===== src/rtl/fpa_sched_pkg.sv =====
// Shared types for the FP-core round-robin scheduler:
// FSM states, word width and the in-flight tag record.
package fpa_sched_pkg;

   localparam int FP_W     = 32;
   localparam int MAX_ID_W = 3;

   typedef enum logic [1:0] {
      ST_RUN,
      ST_DRAIN,
      ST_HALT
   } state_e;

   typedef struct packed {
      logic                valid;
      logic [MAX_ID_W-1:0] id;
   } tag_t;

endpackage


===== src/rtl/rr_arbiter.sv =====
// Combinational rotating-priority arbiter: scans from ptr upward
// (mod NUM_REQ) and grants the first active request.
module rr_arbiter #(
   parameter int NUM_REQ = 4,
   parameter int ID_W    = $clog2(NUM_REQ)
) (
   input  logic [NUM_REQ-1:0] req,
   input  logic [ID_W-1:0]    ptr,
   output logic [NUM_REQ-1:0] gnt,
   output logic [ID_W-1:0]    gnt_id
);

   logic [ID_W:0]   sum;
   logic [ID_W-1:0] idx;
   logic            found;

   always_comb begin
      gnt    = '0;
      gnt_id = '0;
      found  = 1'b0;
      sum    = '0;
      idx    = '0;
      for (int k = 0; k < NUM_REQ; k++) begin
         // ptr < NUM_REQ, so one conditional subtract is a full modulo
         sum = {1'b0, ptr} + (ID_W+1)'(k);
         if (sum >= (ID_W+1)'(NUM_REQ)) begin
            sum = sum - (ID_W+1)'(NUM_REQ);
         end
         idx = sum[ID_W-1:0];
         if (!found && req[idx]) begin
            found    = 1'b1;
            gnt[idx] = 1'b1;
            gnt_id   = idx;
         end
      end
   end

endmodule


===== src/rtl/fpa_sched.sv =====
// Shares one pipelined FP core among NUM_REQ requesters, tags each
// issue with its requester ID and steers the result back on retire.
module fpa_sched
   import fpa_sched_pkg::*;
#(
   parameter int NUM_REQ = 4,
   parameter int LATENCY = 1,
   parameter int ID_W    = $clog2(NUM_REQ)
) (
   input  logic                    clk,
   input  logic                    rst_n,
   input  logic [NUM_REQ-1:0]      req_valid,
   input  logic [NUM_REQ*FP_W-1:0] req_a,
   input  logic [NUM_REQ*FP_W-1:0] req_b,
   output logic [NUM_REQ-1:0]      req_ready,
   output logic [NUM_REQ-1:0]      resp_valid,
   output logic [FP_W-1:0]         resp_data,
   output logic [FP_W-1:0]         fpu_a,
   output logic [FP_W-1:0]         fpu_b,
   output logic                    fpu_valid,
   input  logic [FP_W-1:0]         fpu_result,
   input  logic                    flush_req,
   output logic                    flush_done
);

   localparam int CNT_W = $clog2(LATENCY+1);

   state_e              state_q, state_d;
   logic [ID_W-1:0]     ptr_q, ptr_d;
   logic [CNT_W-1:0]    cnt_q, cnt_d;
   logic                flush_done_q, flush_done_d;
   tag_t                tag_q [LATENCY];
   tag_t                tag_d [LATENCY];

   logic                run_en;
   logic [NUM_REQ-1:0]  req_m;
   logic [NUM_REQ-1:0]  gnt;
   logic [ID_W-1:0]     gnt_id;
   logic                issue;
   logic                retire;
   logic [MAX_ID_W-1:0] ret_id;

   // flush_req gates grants in the very cycle it rises
   assign run_en = rst_n & (state_q == ST_RUN) & ~flush_req;
   assign req_m  = req_valid & {NUM_REQ{run_en}};

   rr_arbiter #(
      .NUM_REQ (NUM_REQ),
      .ID_W    (ID_W)
   ) u_arb (
      .req    (req_m),
      .ptr    (ptr_q),
      .gnt    (gnt),
      .gnt_id (gnt_id)
   );

   assign issue      = |gnt;
   assign req_ready  = gnt;
   assign fpu_valid  = issue;
   assign retire     = tag_q[LATENCY-1].valid;
   assign ret_id     = tag_q[LATENCY-1].id;
   assign flush_done = flush_done_q & rst_n;

   always_comb begin
      fpu_a = '0;
      fpu_b = '0;
      for (int i = 0; i < NUM_REQ; i++) begin
         if (gnt[i]) begin
            fpu_a = req_a[i*FP_W +: FP_W];
            fpu_b = req_b[i*FP_W +: FP_W];
         end
      end
   end

   always_comb begin
      resp_valid = '0;
      resp_data  = '0;
      if (rst_n && retire) begin
         resp_data = fpu_result;
         for (int i = 0; i < NUM_REQ; i++) begin
            resp_valid[i] = (ret_id == MAX_ID_W'(i));
         end
      end
   end

   always_comb begin
      tag_d[0].valid = issue;
      tag_d[0].id    = MAX_ID_W'(gnt_id);
      for (int s = 1; s < LATENCY; s++) begin
         tag_d[s] = tag_q[s-1];
      end
   end

   always_comb begin
      ptr_d = ptr_q;
      if (issue) begin
         ptr_d = (gnt_id == ID_W'(NUM_REQ-1)) ? '0 : gnt_id + ID_W'(1);
      end
      cnt_d = cnt_q + CNT_W'(issue) - CNT_W'(retire);
   end

   // DRAIN looks at the post-retire count so HALT follows the last retire
   always_comb begin
      state_d = state_q;
      case (state_q)
         ST_RUN:   if (flush_req)     state_d = ST_DRAIN;
         ST_DRAIN: if (cnt_d == '0)   state_d = ST_HALT;
         ST_HALT:  if (!flush_req)    state_d = ST_RUN;
         default:                     state_d = ST_RUN;
      endcase
      flush_done_d = (state_d == ST_HALT);
   end

   always_ff @(posedge clk) begin
      if (!rst_n) begin
         state_q      <= ST_RUN;
         ptr_q        <= '0;
         cnt_q        <= '0;
         flush_done_q <= 1'b0;
         for (int s = 0; s < LATENCY; s++) begin
            tag_q[s] <= '0;
         end
      end else begin
         state_q      <= state_d;
         ptr_q        <= ptr_d;
         cnt_q        <= cnt_d;
         flush_done_q <= flush_done_d;
         for (int s = 0; s < LATENCY; s++) begin
            tag_q[s] <= tag_d[s];
         end
      end
   end

endmodule


===== config.mk =====
export PLATFORM = sky130hd
export DESIGN_NAME = fpa_sched
export DESIGN_NICKNAME = d
export VERILOG_FILES = /design/src/rtl/fpa_sched_pkg.sv /design/src/rtl/rr_arbiter.sv /design/src/rtl/fpa_sched.sv
export SDC_FILE = /design/constraint.sdc
export NUM_CORES = 1
export LEC_CHECK = 0
export CAP_MARGIN = 10
export CORE_AREA = 2 2 155 157
export CTS_BUF_LIST = sky130_fd_sc_hd__clkbuf_8
export DETAILED_ROUTE_END_ITERATION = 7
export DIE_AREA = 0 0 157 159
export PLACE_DENSITY_LB_ADDON = 0.1
export SYNTH_ARGS = -nofsm -noshare
export SYNTH_HDL_FRONTEND = slang
export SYNTH_HIERARCHICAL = 1
export SYNTH_SLANG_ARGS = --single-unit

===== constraint.sdc =====
create_clock -name clk -period 14 [get_ports clk]
set_clock_uncertainty 0.2 [all_clocks]
set_input_delay 2.8 -clock clk [delete_from_list [all_inputs] [get_ports clk]]
set_output_delay 2.8 -clock clk [all_outputs]
set_load 0.02 [all_outputs]

==> results of run 1 <==
==> flip-flops by register name, indices dropped and copies added, names as in the netlist <==
| register | flops |
|---|---|
| tag_q | 3 |
| ptr_q | 2 |
| state_q | 2 |
| cnt_q | 1 |
| flush_done_q | 1 |
==> critical path, stage by stage <==
cell and delay, ns:
clkdlybuf4s50_1 0.45, nor4b_1 0.49, and2_1 0.33, mux4_2 0.51
nor4b_4 0.12, a22oi_1 0.25, o21ai_4 0.08, buf_4 0.34
nor2b_4 0.88, buf_4 0.45, a221oi_1 0.15, o31ai_1 0.34
clkdlybuf4s50_1 0.70
==> worst paths after layout <==
check                       to  slack, ns  cells after the start
hold / removal    flush_done_q       0.34                      2
setup reg to reg      ptr_q[0]       9.97                     10
setup / recovery      fpu_b[7]       3.08                     13
hold reg to reg   flush_done_q       0.34                      2
==> layout by cell type (no fill, tap or decap), types with 3 or more instances in the layout <==
cell type / n
clkdlybuf4s50_1: 400
nand2_1: 66
nor2b_1: 66
o31ai_1: 63
a221oi_1: 62
and3_1: 32
dfxtp_1: 9
inv_1: 8
a22oi_1: 8
o21ai_0: 7
and2_1: 7
nor2_1: 6
ha_1: 6
buf_4: 5
a21oi_1: 4
mux4_2: 4
a22o_1: 3
nor3b_1: 3
clkbuf_8: 3
o21ai_4: 3
==> layout make-up <==
class | instances | area share
diodes | 2 | 0.000687
clock buffers | 3 | 0.00567
clock inverters | 1 | 0.000515
inverters | 7 | 0.00361
multi-input cells | 364 | 0.349
flip-flops and latches | 9 | 0.0247
well taps | 319 | 0.0548
repair buffers | 407 | 0.561
==> cells by family after synthesis <==
family / synth area share
simple gates: 0.363
compound gates: 0.407
buf+inv: 0.101
flops: 0.0604
mux: 0.0369
fa+ha+maj: 0.0251
xor+xnor: 0.00587
==> layer usage <==
metal / global-route usage / vias to the layer above
li1: - / 2380
met1: 0.169 / 2278
met2: 0.305 / 228
met3: 0.0517 / 16
met4: 0.0234 / 4
met5: 0 / -
==> stage by stage <==
step,setup slack [ns],hold slack (ns)
2_1_floorplan,4.65,0.303
3_3_place_gp,3.07,0.314
3_5_place_dp,2.97,0.334
4_1_cts,2.95,0.341
5_1_grt,2.63,0.379
6_report,3.08,0.343
==> power by group <==
part	total (mW)	switching, mW	internal (mW)
sequential	0.0557	0.0200	0.0357
clock	0.0289	0.00980	0.0191
combinational	1.12	0.578	0.538
==> flow_summary_export.csv, run 1 <==
group,metric,value,unit
job,maxCapViolCount,0,
cells_and_area,utilization,0.314,
cts,cts_root_buf,"clkbuf_8",
logic_synthesis,ys_seq_area_frac,0.0604,
cells_and_area,drive_gt1_frac,0.0291,
logic_synthesis,yosysTopAreaCell,"a221oi_1",
place,dpl_cell_area,7190,um2
floorplan,die_area,25000,um2
routing,routed_wl,21.5,mm
worst_setup_path,timing.rr.start,"ptr_q[0]",
routing,wl_per_cell,19.3,um
cts,h-tree-depth,1,
logic_synthesis,synth_warnings,6,
power,p_per_area,165,nW/um2
place,io_buffers,400,
routing,via_per_inst,4.41,
cells_and_area,nets,1093,
grt,grt-ovfl-total,0,
routing,antenna_left,0,
cells_and_area,multiInputGateArea,2540,um2
floorplan,dieWidth,157,um
grt,grt_pass1_wl,30.8,mm
cts,cts.path.max_buffers,2,
cts,cts_resized,0,
routing,drc,0,
timing,hold_viol,0,
logic_synthesis,avgSynthCellArea,6.88,um2
cells_and_area,area_delta_synth_final,144,%
cells_and_area,seq_area,180,um2
cts,numCtsBuffers,3,
power,peakVddDrop,0.0793,mV
cts,clk_latency,0.23,ns
cells_and_area,n_fill_cell,2484,
grt,grt_antenna_before_repair,4,
cts,cts_tree,"yes",
floorplan,start_util,0.129,
cts,clkSlewWorstSetupHoldPaths,0.04,ns
floorplan,rows,56,
hold_path,hp-class,"reg2reg",
routing,drt_pass1_iterations,4,
logic_synthesis,syn-instance-count,434,
grt,grt.total_usage,0.159,
routing,wl_met2,11.3,mm
power,p_leak,2.51,nW
worst_setup_path,critPathLaunch,"flush_req",
timing,finalSetupViolations,0,
timing,fin_crit_sh,0.780,
status,status,"complete, no violations",
worst_setup_path,arrival,7.92,ns
power,power,1.20,mW
grt,grt_pass1_vias,4904,
worst_setup_path,end_kind,"output pin",
routing,top_layer_used,"met5",
cells_and_area,instances_no_fill,1112,
logic_synthesis,syn_area,2990,um2
floorplan,core,23200,um2
timing,slew_headroom,0.329,
cts,cts_setup_buffers,0,
cts,cts.sinks,9,
routing,wl_met3,2.12,mm
grt,grt_max_degree,131,
logic_synthesis,synth_edf_count,0,
worst_setup_path,critical_path.max_fanout,69,
logic_synthesis,synth_commonest_cells,"nand2_1, nor2b_1, o31ai_1, a221oi_1, clkbuf_1",
logic_synthesis,synth.distinct_cells,43,
timing,worst_slew_pin_slew,1.00,ns
floorplan,ios,401,
logic_synthesis,synth_area_leaders,"a221oi_1, o31ai_1, nor2b_1",
place,dpl.cell_count,1104,
logic_synthesis,synth-async-reset-ratio,0,
routing,vias,4906,
cells_and_area,final_cell_area,7290,um2
logic_synthesis,yosysTopAreaCellShare,0.182,
timing,period_minus_slack,10.92,ns
routing,initialDrtViolationCount,278,
cts,hold_buffers,0,
logic_synthesis,ys.flop_type,"dfxtp_1",
worst_setup_path,required,11.00,ns
timing,fin_setup_tns,0,ns
floorplan,chipHeight,159,um
timing,rsz0062_at_grt,"no",
timing,slew_viol_final,0,
logic_synthesis,ys_ff_latch,9,
logic_synthesis,synth.net_count,735,
routing,drt-met1-wl,7.83,mm
timing,max_freq,91.6,MHz
place,dp_hpwl,17.1,mm
hold_path,hold_start,"state_q[0]",
worst_setup_path,start_kind,"input pin",
place,gp_congestion,0.812,
worst_setup_path,crit_type,"in2out",
No activity file was read; power rests on OpenSTA's default activity.
==> run 2: changes to the inputs <==
- CORE_AREA: 2 2 155 157 -> 2 2 157 159
- DIE_AREA: 0 0 157 159 -> 0 0 159 161
- clock period: 14 -> 9.6 ns (I/O delays scaled with it)
==> run 2 against run 1 <==
- final cell count grew 0.36%
- combinational power up 44%
- critical path depth shrank 2
- clock power grew 50%
- hold slack worse by 0.0096 ns
- first-iteration DRC count shrank 24%
- sequential power is 43% higher
- flip-flop and latch count stayed put
- via count decreased by 0.71%
- count of clock-buffer cells in the layout unchanged
- total power is 44% higher
- critical endpoint is now fpu_b[10]
==> flow_summary_export.csv, run 2 (synthesis gave the netlist of run 1 again) <==
group,metric,value,unit
routing,vias,4871,
grt,grt.total_usage,0.143,
timing,worst_slew_pin_slew,1.11,ns
routing,via_per_inst,4.36,
cells_and_area,area_delta_synth_final,143,%
floorplan,rows,57,
floorplan,chipHeight,161,um
routing,antenna_left,0,
floorplan,die_area,25600,um2
worst_setup_path,required,7.48,ns
cts,cts_setup_buffers,0,
cts,hold_buffers,0,
timing,fin_crit_sh,0.903,
grt,grt_pass1_vias,4830,
cells_and_area,nets,1092,
place,dp_hpwl,15.8,mm
timing,hold_viol,0,
routing,wl_per_cell,17.9,um
grt,grt_max_degree,130,
timing,slew_viol_final,0,
place,place_ws,0.795,ns
hold_path,hp-class,"reg2reg",
grt,grt_pass1_wl,29.2,mm
cts,numCtsBuffers,3,
cells_and_area,mostFrequentLayoutCell,"clkdlybuf4s50_1",
cts,clkSlewWorstSetupHoldPaths,0.05,ns
routing,drt_pass1_iterations,4,
worst_setup_path,end_kind,"output pin",
floorplan,core,24000,um2
power,power,1.73,mW
cells_and_area,final_cell_area,7260,um2
place,dpl_cell_area,7210,um2
routing,drc,0,
cts,cts_tree,"yes",
floorplan,ios,401,
grt,grt_antenna_before_repair,2,
cells_and_area,layout_common_cells,"clkdlybuf4s50_1, nand2_1, nor2b_1",
timing,rsz0062_at_grt,"no",
hold_path,hold_start,"state_q[0]",
cells_and_area,drive_gt1_frac,0.0278,
place,gp_congestion,0.850,
worst_setup_path,timing.rr.start,"ptr_q[0]",
grt,grt-ovfl-total,0,
cts,h-tree-depth,1,
power,p_leak,2.49,nW
timing,period_minus_slack,8.67,ns
cells_and_area,top_regs,"tag_q: 3 flops, ptr_q: 2 flops, state_q: 2 flops",
job,maxCapViolCount,0,
timing,fin_ws,0.934,ns
floorplan,start_util,0.125,
floorplan,dieWidth,159,um
cts,cts_resized,0,
cells_and_area,top_register,"tag_q",
worst_setup_path,critical_path.max_fanout,36,
cts,cts.sinks,9,
timing,fin_setup_tns,0,ns
worst_setup_path,arrival,6.55,ns
cts,cts_root_buf,"clkbuf_8",
power,p_per_area,239,nW/um2
routing,initialDrtViolationCount,211,
worst_setup_path,start_kind,"input pin",
worst_setup_path,crit_type,"in2out",
timing,finalSetupViolations,0,
status,status,"complete, no violations",
worst_setup_path,critPathLaunch,"rst_n",
timing,max_freq,115,MHz
routing,routed_wl,20.0,mm
cells_and_area,largest_register_ffs,3,
place,io_buffers,400,
cells_and_area,utilization,0.303,
timing,slew_headroom,0.261,
cts,clk_latency,0.23,ns
cts,cts.path.max_buffers,2,
power,peakVddDrop,0.0993,mV
## run 2: critical path, stage by stage
cell,delay [ns]
clkdlybuf4s50_1,0.51
nor4b_1,0.42
and2_1,0.31
mux4_2,0.35
nor2b_1,0.32
a22oi_1,0.16
o21ai_4,0.87
buf_4,0.52
a221oi_1,0.16
o31ai_1,0.31
clkdlybuf4s50_1,0.67
## run 2: area by class of cell
| class | count | area, um2 |
|---|---|---|
| fillers | 2553 | 16700 |
| repair buffers | 406 | 4060 |
| multi-input cells | 364 | 2540 |
| well taps | 324 | 405 |
| flip-flops and latches | 9 | 180 |
| clock buffers | 3 | 41.3 |
| inverters | 7 | 26.3 |
| diodes | 2 | 5.00 |
| clock inverters | 1 | 3.75 |
## run 2: worst paths after layout
check	endpoint	slack, ns	cells after the start
min reg2reg	flush_done_q	0.33	2
min	flush_done_q	0.33	2
max	fpu_b[10]	0.93	11
max reg2reg	ptr_q[0]	5.53	9
## run 2: power by group
group | leakage, nW | internal [mW] | switching, mW
Sequential | 0.0738 | 0.0521 | 0.0277
Clock | 0.0269 | 0.0279 | 0.0155
Combinational | 2.39 | 0.777 | 0.834
## run 2: stage by stage
step | hold slack (ns) | instances
detailed placement | 0.329 | 1110
floorplan | 0.303 | 434
CTS | 0.335 | 1114
global placement | 0.322 | 1110
finish | 0.333 | 1116
global route | 0.369 | 1116
## run 2: layer usage
| metal | up-vias | share of wire | GRT usage |
|---|---|---|---|
| met2 | 216 | 0.54 | 0.284 |
| met5 | - | 0 | 0 |
| met4 | 0 | 0.016 | 0.0256 |
| met3 | 16 | 0.068 | 0.0313 |
| li1 | 2382 | - | - |
| met1 | 2257 | 0.38 | 0.155 |
==> run 3: changes to the inputs <==
- CAP_MARGIN: 10 -> 20
- SLEW_MARGIN: default -> 20
==> run 3 against run 2 <==
- maximum frequency grew 1.9%
- register-to-register slack gained 0.06 ns
- wire length grew 0.16%
- first-iteration DRC count rose by 1.9%
- final cell count is essentially flat
- combinational power about the same
- utilization increased by 0.11 points
- critical endpoint is now fpu_a[22]
- setup slack gained 0.16 ns
- highest routed layer unchanged
- hold slack about the same
- count of clock-buffer cells in the layout unchanged
==> flow_summary_export.csv, run 3 (synthesis gave the netlist of run 1 again) <==
group,metric,value,unit
status,status,"complete, no violations",
timing,worst_slew_pin_slew,0.909,ns
worst_setup_path,worstPathCellList,"clkdlybuf4s50_1, nor4b_1, and2_1, mux4_2, nor4b_4, a22oi_1, o21ai_1, nor2b_4, buf_4, a221oi_1, o31ai_1, clkdlybuf4s50_1",
routing,via_per_inst,4.37,
job,maxCapViolCount,0,
floorplan,start_util,0.125,
timing,fin_setup_tns,0,ns
routing,drt_pass1_iterations,4,
worst_setup_path,timing.rr.start,"ptr_q[0]",
timing,rsz0062_at_grt,"no",
routing,wl_per_cell,17.9,um
hold_path,hold_start,"state_q[0]",
hold_path,hp-class,"reg2reg",
place,io_buffers,400,
cells_and_area,utilization,0.304,
floorplan,die_area,25600,um2
hold_path,hold_depth,2,
grt,grt.total_usage,0.143,
cells_and_area,mostFrequentLayoutCell,"clkdlybuf4s50_1",
timing,finalHoldWorstSlack,0.333,ns
worst_setup_path,start_kind,"input pin",
floorplan,core,24000,um2
grt,grt_pass1_vias,4830,
timing,slew_viol_final,0,
grt,grt_antenna_before_repair,2,
cts,clk_latency,0.23,ns
cells_and_area,drive_gt1_frac,0.0291,
place,dpl_cell_area,7210,um2
timing,period_minus_slack,8.51,ns
worst_setup_path,critical_path.max_fanout,62,
cts,cts_root_buf,"clkbuf_8",
place,dp_hpwl,15.8,mm
worst_setup_path,reg2reg_depth,10,
timing,slew_headroom,0.393,
cells_and_area,area_delta_synth_final,144,%
cts,cts_tree,"yes",
grt,grt_max_degree,130,
place,place_ws,0.795,ns
worst_setup_path,crit_top_cell,"clkdlybuf4s50_1",
routing,routed_wl,20.0,mm
floorplan,dieWidth,159,um
worst_setup_path,arrival,6.39,ns
worst_setup_path,r2r_end,"ptr_q[0]",
timing,hold_viol,0,
cts,cts_resized,0,
cells_and_area,nets,1093,
routing,initialDrtViolationCount,215,
worst_setup_path,slowest_stage,"mux4_2",
floorplan,rows,57,
grt,grt_pass1_wl,29.2,mm
cts,cts_setup_buffers,0,
timing,fin_crit_sh,0.886,
power,p_per_area,239,nW/um2
cts,numCtsBuffers,3,
timing,max_freq,118,MHz
power,p_leak,2.51,nW
worst_setup_path,crit_type,"in2out",
timing,finalSetupViolations,0,
worst_setup_path,cpPeakStageDelay,0.68,ns
cts,h-tree-depth,1,
cts,cts.path.max_buffers,2,
worst_setup_path,end_kind,"output pin",
floorplan,chipHeight,161,um
cells_and_area,final_cell_area,7290,um2
cells_and_area,top_regs,"tag_q: 3 flops, ptr_q: 2 flops, state_q: 2 flops",
worst_setup_path,required,7.48,ns
place,gp_congestion,0.850,
worst_setup_path,rrSetupSlack,5.59,ns
cts,cts.sinks,9,
cells_and_area,top_register,"tag_q",
timing,fin_ws,1.09,ns
routing,antenna_left,0,
cts,clkSlewWorstSetupHoldPaths,0.05,ns
power,peakVddDrop,0.0993,mV
floorplan,ios,401,
cells_and_area,largest_register_ffs,3,
grt,grt-ovfl-total,0,
cells_and_area,n_fill_cell,2551,
cts,hold_buffers,0,
cells_and_area,layout_common_cells,"clkdlybuf4s50_1, nand2_1, nor2b_1",
routing,drc,0,
hold_path,holdPathEnd,"flush_done_q",
routing,vias,4881,
==> run 3: worst max path at each step <==
stage	cells after the start	to	startpoint
3_3_place_gp	11	fpu_b[3]	flush_req
2_1_floorplan	11	fpu_a[10]	rst_n
3_5_place_dp	11	fpu_b[10]	rst_n
4_1_cts	11	fpu_b[10]	rst_n
5_1_grt	12	fpu_a[4]	flush_req
6_report	12	fpu_a[22]	rst_n
==> run 3: area by class of cell <==
class | count | area, um2 | share of cell area
inverter | 7 | 26.3 | 0.00360
tap | 324 | 405 | 0.0556
sequential | 9 | 180 | 0.0247
antenna | 2 | 5.00 | 0.000686
timing repair buffer | 407 | 4090 | 0.561
multi-input combinational | 364 | 2540 | 0.348
clock buffer | 3 | 41.3 | 0.00566
clock inverter | 1 | 3.75 | 0.000515
==> run 3: layer usage <==
layer,track usage,up-vias,routed length (um)
met1,0.155,2266,7500
met3,0.0313,16,1400
met5,0,-,0
li1,-,2382,-
met2,0.284,217,10800
met4,0.0256,0,316
==> run 3: report_power, final <==
group | switching, mW | total [mW] | internal [mW]
Sequential | 0.0277 | 0.0797 | 0.0521
Clock | 0.0155 | 0.0434 | 0.0279
Combinational | 0.835 | 1.62 | 0.785
==> run 3: critical path, delay by kind of cell <==
| kind | cells | cell delay, ns |
|---|---|---|
| mux | 1 | 0.68 |
| compound gates | 4 | 0.91 |
| buf+inv | 3 | 1.71 |
| simple gates | 4 | 1.11 |
==> run 3: stage by stage <==
step / instances / power, mW
2_1_floorplan: 434 / 0.984
3_3_place_gp: 1110 / 1.70
3_5_place_dp: 1110 / 1.71
4_1_cts: 1114 / 1.76
5_1_grt: 1117 / 1.86
6_report: 1117 / 1.74
